==> config.mk <==
export PLATFORM = sky130hd
export DESIGN_NAME = shift_sequencer_flat
export DESIGN_NICKNAME = d
export VERILOG_FILES = /design/src/rtl/shift_sequencer_if.sv /design/src/rtl/shift_sequencer.sv /design/src/flat_wrapper.sv
export SDC_FILE = /design/constraint.sdc
export NUM_CORES = 1
export LEC_CHECK = 0
export CAP_MARGIN = 40
export CORE_ASPECT_RATIO = 0.7
export CORE_MARGIN = 4
export CORE_UTILIZATION = 41
export DETAILED_ROUTE_END_ITERATION = 12
export PLACE_DENSITY = 0.74
export RECOVER_POWER = 50
export SYNTH_ARGS = -nofsm -noshare
export SYNTH_HDL_FRONTEND = slang
export SYNTH_SLANG_ARGS = --single-unit
==> constraint.sdc <==
create_clock -name clk -period 1.09 [get_ports clk]
set_input_delay 0.1635 -clock clk [delete_from_list [all_inputs] [get_ports clk]]
set_output_delay 0.1635 -clock clk [all_outputs]
set_load 0.03 [all_outputs]
==> src/rtl/shift_sequencer_if.sv <==
// Handshake and shifter-drive bundle for shift_sequencer.
interface shift_sequencer_if #(
  parameter int unsigned CNT_W = 3
);
  logic             start;
  logic [1:0]       op;
  logic [CNT_W-1:0] count;
  logic [3:0]       data_in;
  logic             sin;
  logic             rotate;
  logic [1:0]       h;
  logic [3:0]       f;
  logic             il;
  logic             ir;
  logic [3:0]       q;
  logic             sout;
  logic             busy;
  logic             done;

  modport master (
    output start, op, count, data_in, sin, rotate,
    input  h, f, il, ir, q, sout, busy, done
  );

  modport slave (
    input  start, op, count, data_in, sin, rotate,
    output h, f, il, ir, q, sout, busy, done
  );
endinterface

==> src/rtl/shift_sequencer.sv <==
// Multi-step controller for the 4-bit hold/left/right/clear shifter.
// Define SHIFT_SEQ_ROTATE_EN to enable rotate-left/right fill from q.
module shift_sequencer #(
  parameter int unsigned CNT_W = 3
) (
  input  logic                clk,
  input  logic                rst,
  shift_sequencer_if.slave    ss
);

  typedef enum logic [1:0] {
    IDLE  = 2'd0,
    SHIFT = 2'd1,
    DONE  = 2'd2
  } state_e;

  state_e           state_q;
  logic [3:0]       q_q;
  logic [CNT_W-1:0] cnt_q;
  logic [1:0]       op_q;
  logic [1:0]       h_q;
  logic             sout_q;
  logic             busy_q;
  logic             done_q;
  logic             il_c;
  logic             ir_c;
  logic [3:0]       s_c;
  logic [CNT_W-1:0] eff_cnt_c;

`ifdef SHIFT_SEQ_ROTATE_EN
  logic             rot_q;
`else
  logic             unused_rotate;
  assign unused_rotate = ss.rotate;
`endif

  // Clear always takes exactly one step regardless of the programmed count.
  assign eff_cnt_c = (ss.op == 2'b11) ? CNT_W'(1) : ss.count;

  // Fill bits are live only while stepping.
  always_comb begin
    il_c = 1'b0;
    ir_c = 1'b0;
    if (state_q == SHIFT) begin
      if (op_q == 2'b01) il_c = ss.sin;
      if (op_q == 2'b10) ir_c = ss.sin;
`ifdef SHIFT_SEQ_ROTATE_EN
      if (rot_q && op_q == 2'b01) il_c = q_q[3];
      if (rot_q && op_q == 2'b10) ir_c = q_q[0];
`endif
    end
  end

  // Shifter model fed by f = q.
  always_comb begin
    s_c = q_q;
    case (h_q)
      2'b01:   s_c = {q_q[2:0], il_c};
      2'b10:   s_c = {ir_c, q_q[3:1]};
      2'b11:   s_c = 4'b0000;
      default: s_c = q_q;
    endcase
  end

  always_ff @(posedge clk) begin
    if (rst) begin
      state_q <= IDLE;
      q_q     <= 4'b0000;
      cnt_q   <= '0;
      op_q    <= 2'b00;
      h_q     <= 2'b00;
      sout_q  <= 1'b0;
      busy_q  <= 1'b0;
      done_q  <= 1'b0;
`ifdef SHIFT_SEQ_ROTATE_EN
      rot_q   <= 1'b0;
`endif
    end else begin
      case (state_q)
        IDLE: begin
          if (ss.start) begin
            q_q    <= ss.data_in;
            op_q   <= ss.op;
            cnt_q  <= eff_cnt_c;
            busy_q <= 1'b1;
`ifdef SHIFT_SEQ_ROTATE_EN
            rot_q  <= ss.rotate;
`endif
            if (eff_cnt_c != '0) begin
              state_q <= SHIFT;
              h_q     <= ss.op;
            end else begin
              state_q <= DONE;
              done_q  <= 1'b1;
            end
          end
        end
        SHIFT: begin
          q_q   <= s_c;
          cnt_q <= cnt_q - CNT_W'(1);
          if (op_q == 2'b01) sout_q <= q_q[3];
          if (op_q == 2'b10) sout_q <= q_q[0];
          if (cnt_q == CNT_W'(1)) begin
            state_q <= DONE;
            h_q     <= 2'b00;
            done_q  <= 1'b1;
          end
        end
        DONE: begin
          state_q <= IDLE;
          done_q  <= 1'b0;
          busy_q  <= 1'b0;
        end
        default: begin
          state_q <= IDLE;
          h_q     <= 2'b00;
          done_q  <= 1'b0;
          busy_q  <= 1'b0;
        end
      endcase
    end
  end

  assign ss.h    = h_q;
  assign ss.f    = q_q;
  assign ss.il   = il_c;
  assign ss.ir   = ir_c;
  assign ss.q    = q_q;
  assign ss.sout = sout_q;
  assign ss.busy = busy_q;
  assign ss.done = done_q;

endmodule
==> src/flat_wrapper.sv <==
// flat-port wrapper written by rule: the top's interface ports become plain ports
module shift_sequencer_flat 
#(
  parameter int unsigned CNT_W = 3
)
  (clk, rst, ss_start, ss_op, ss_count, ss_data_in, ss_sin, ss_rotate, ss_h, ss_f, ss_il, ss_ir, ss_q, ss_sout, ss_busy, ss_done);
  shift_sequencer_if #(.CNT_W(CNT_W)) ss_i ();
  input  logic clk;
  input  logic rst;
  input wire logic [$bits(ss_i.start)-1:0] ss_start;
  input wire logic [$bits(ss_i.op)-1:0] ss_op;
  input wire logic [$bits(ss_i.count)-1:0] ss_count;
  input wire logic [$bits(ss_i.data_in)-1:0] ss_data_in;
  input wire logic [$bits(ss_i.sin)-1:0] ss_sin;
  input wire logic [$bits(ss_i.rotate)-1:0] ss_rotate;
  output wire logic [$bits(ss_i.h)-1:0] ss_h;
  output wire logic [$bits(ss_i.f)-1:0] ss_f;
  output wire logic [$bits(ss_i.il)-1:0] ss_il;
  output wire logic [$bits(ss_i.ir)-1:0] ss_ir;
  output wire logic [$bits(ss_i.q)-1:0] ss_q;
  output wire logic [$bits(ss_i.sout)-1:0] ss_sout;
  output wire logic [$bits(ss_i.busy)-1:0] ss_busy;
  output wire logic [$bits(ss_i.done)-1:0] ss_done;
  assign ss_i.start = ss_start;
  assign ss_i.op = ss_op;
  assign ss_i.count = ss_count;
  assign ss_i.data_in = ss_data_in;
  assign ss_i.sin = ss_sin;
  assign ss_i.rotate = ss_rotate;
  assign ss_h = ss_i.h;
  assign ss_f = ss_i.f;
  assign ss_il = ss_i.il;
  assign ss_ir = ss_i.ir;
  assign ss_q = ss_i.q;
  assign ss_sout = ss_i.sout;
  assign ss_busy = ss_i.busy;
  assign ss_done = ss_i.done;
  shift_sequencer #(.CNT_W(CNT_W)) u_core (.clk(clk), .rst(rst), .ss(ss_i));
endmodule
==> impl_metrics.csv <==
group,metric,value,unit
sta,layout_min_cycle_time,1390,ps
final_layout,area_growth,92.1,%
synthesis,netlist_instances,120,
synthesis,synth_top_area_share,33.9,%
final_layout,regArea,345,sq um
power_and_ir_drop,ir_worst_vdd,960,uV
placed_design,gp_congestion,0.853,
final_layout,diodes,0,
grt,grt_usage,21.8,%
final_layout,drive_gt1_share,61.9,%
synthesis,synth_area_leaders,"dfxtp_1 34%, nor2_1 6.7%, nand2b_1 6.6%, a21oi_1 5.3%, ha_1 5.3%",
setup_path,crit_slowest_cell,"dfxtp_4",
setup_path,setup.worst_path.start_class,"flip-flop",
sta,finalMaxSlewViolations,0,
floorplanning,pin_count,29,
power_and_ir_drop,p_int,1370,uW
setup_path,r2r-start,"u_core.state_q[0]$_SDFFE_PP0P_",
route,first_pass_iters,4,
power_and_ir_drop,power.share.sequential,33.4,%
grt,grt_max_degree,10,
placed_design,portBuffers,27,
synthesis,yosysMostFrequentCell,"nor2_1",
route,routed_wl,4.05,mm
route,vias_per_cell,5.68,
sta,hold_violations,0,
final_layout,stdcell_area,0.00182,sq mm
setup_path,ff2ff_setup_slack,-300,ps
synthesis,netlist_area,946,sq um
setup_path,cp_max_fo,3,
sta,finalHoldWorstSlack,281,ps
synthesis,synthTopCellsByCount,"17 x nor2_1, 16 x dfxtp_1, 10 x a21oi_1, 10 x nand2b_1",
placed_design,dpl-instance-area,0.00137,sq mm
synthesis,synth-warning-count,0,
run_status,status,"finished, violations left",
hold_path,hold_start,"ss_count[1]",
route,drc,0,
setup_path,critPathRequiredTime,1300,ps
final_layout,final_util,83.6,%
setup_path,cp_data_arrival_time,1590,ps
power_and_ir_drop,fin_total_pwr,2180,uW
flow_run,drv_cap,0,
setup_path,cp-end-kind,"flip-flop",
power_and_ir_drop,pwr-share-clk,18.4,%
synthesis,synth_top_area_cell,"dfxtp_1",
grt,grt-ovfl-total,0,
synthesis,synth-async-reset-ratio,0,%
synthesis,synth_edf_count,0,
clock_network,cts_tree,"built",
setup_path,cp_cell_sequence,"nor2b_4, buf_4, buf_6, a2bb2oi_2, nand4_1, a21oi_2",
clock_network,root_buffer,"clkbuf_4",
synthesis,yosysSeqAreaShare,33.9,%
sta,skew,3.50,ps
setup_path,reg2reg_to,"u_core.ss.h[0]$_SDFFE_PP0P_",
grt,first_global_vias,1023,
route,vias,1210,
grt,antenna_found_initial,0,
placed_design,placed_cells,193,
hold_path,hold_class,"input port to flip-flop",
placed_design,hpwl,2.06,mm
setup_path,crit_type,"flip-flop to flip-flop",
power_and_ir_drop,leakage,0.000748,uW
final_layout,final_nets,200,
run_status,violations,"setup timing",
floorplanning,initial_core_util,43.5,%
floorplanning,die_w,65.4,um
synthesis,ys.flop_type,"dfxtp_1",
floorplanning,die_y,48.2,um
floorplanning,core_area,0.00217,sq mm
final_layout,multiInputGateArea,767,sq um
clock_network,insertion_delay,290,ps
synthesis,syn_nets,138,
final_layout,fillers,126,
clock_network,numCtsBuffers,3,
sta,worst_slew_pin_slew,321,ps
power_and_ir_drop,power.switching,806,uW
power_and_ir_drop,swShare,37.0,%
clock_network,clockBufferDepth,2,
synthesis,syn_avg_cell_area,7.88,sq um
power_and_ir_drop,powerDensity,1200,mW/mm^2
sta,final.setup.worst_slack,-295,ps
synthesis,ys_seq_elements,16,
grt,grt_pass1_wl,4.98,mm
power_and_ir_drop,comb_power_share,48.2,%
setup_path,reg2reg_depth,6,
clock_network,cts_hold_buf,0,
route,detail_route.iter0.violations,76,
hold_path,whs_endpoint,"u_core.cnt_q[1]$_SDFFE_PP0P_",
clock_network,path_clk_slew,100,ps
floorplanning,num_rows,14,
clock_network,cts-htree-levels,1,
route,ant_nets,0,
route,post_drt_wl_per_cell,19.0,um
final_layout,final_cells,213,
synthesis,synth_cell_type_count,38,
clock_network,cts_sinks,16,
sta,finalSetupViolCount,18,
floorplanning,die_area,0.00315,sq mm
hold_path,min_path_cells,3,
sta,rsz0062_at_grt,"yes",
sta,fmax,722,MHz
sta,period_share,127,%
sta,relSlewSlack,78.6,%
setup_path,cpPeakStageDelay,380,ps
==> worst max-delay path: cells and delay by family (launching register included) <==
kind                   cells  cell delay [ps]
and+or+nand+nor            2              290
buffers and inverters      2              260
AOI/OAI and AO/OA          2              370
DFF                        1              380
==> kinds of logic (layout without fill, tap and decap cells) <==
group                      after synthesis  after routing  synth area share (%)
AOI/OAI and AO/OA                       34             34                  23.3
adders and majority gates                4              4                  5.29
buffers and inverters                   17             78                  9.39
DFF                                     16             16                  33.9
muxes                                    2              2                  2.25
and+or+nand+nor                         47             47                  25.9
==> cell type report <==
| cell class | instances | area share [%] |
|---|---|---|
| well taps | 32 | 2.20 |
| flip-flops and latches | 16 | 19.0 |
| repair buffers | 67 | 33.1 |
| clock buffers | 4 | 2.00 |
| multi-input cells | 87 | 42.2 |
| inverters | 7 | 1.45 |
==> state kept, by name, summed over array words and instances (netlist names) <==
signal / flops
u_core.ss.f: 4
u_core.cnt_q: 3
u_core.op_q: 2
u_core.ss.h: 2
u_core.state_q: 2
u_core.ss.busy: 1
u_core.ss.done: 1
u_core.ss.sout: 1
==> repair_timing <==
item	in CTS	in global routing
hold endpoints to repair	0	0
pin swaps	16	11
endpoints found under the setup margin	18	26
buffers inserted	11	8
resized for setup	44	33
==> power groups by stage <==
stage	sequential (uW)	clock, uW	combinational, uW
after floorplan	780	0	360
after global placement	721	0	685
after detailed placement	725	0	699
after CTS	717	407	848
after global routing	737	442	1100
final	728	401	1050
==> routing by layer <==
metal	part of all wire, %	GRT usage [%]
met1	40	26.1
met2	48	39.8
met3	9.0	5.99
met4	3.1	5.79
met5	0	0
==> worst max-delay path by stage <==
stage	start	end	slack, ps
4_1_cts	u_core.op_q[0]$_SDFFE_PP0P_	ss_il	-260
6_report	u_core.state_q[0]$_SDFFE_PP0P_	u_core.ss.h[0]$_SDFFE_PP0P_	-300
3_3_place_gp	ss_op[0]	u_core.ss.h[1]$_SDFFE_PP0P_	-450
2_1_floorplan	u_core.state_q[0]$_SDFFE_PP0P_	u_core.op_q[0]$_SDFFE_PP0P_	-30
3_5_place_dp	ss_op[0]	u_core.ss.h[0]$_SDFFE_PP0P_	-500
5_1_grt	u_core.state_q[0]$_SDFFE_PP0P_	u_core.ss.h[0]$_SDFFE_PP0P_	-320
==> cells in the final DEF, fill, tap and decap left out, drive strengths merged, types with 2 or more instances in the layout <==
| cell type | count |
|---|---|
| clkbuf | 7 |
| ha | 4 |
| inv | 7 |
| o21ai | 7 |
| nand4 | 2 |
| a21oi | 11 |
| nand2 | 7 |
| dfxtp | 16 |
| nand2b | 10 |
| nor2b | 2 |
| dlygate4sd2 | 5 |
| clkdlybuf4s50 | 7 |
| o22ai | 3 |
| o211ai | 2 |
| nand3 | 3 |
| nor2 | 17 |
| buf | 52 |
==> per-stage QoR <==
| step | TNS (ps) | setup slack, ps |
|---|---|---|
| after floorplan | -90.6 | -29.6 |
| after global placement | -4920 | -445 |
| after detailed placement | -5410 | -498 |
| after CTS | -1380 | -257 |
| after global routing | -3370 | -317 |
| final | -2570 | -295 |
(Power assumes the default switching activity.)
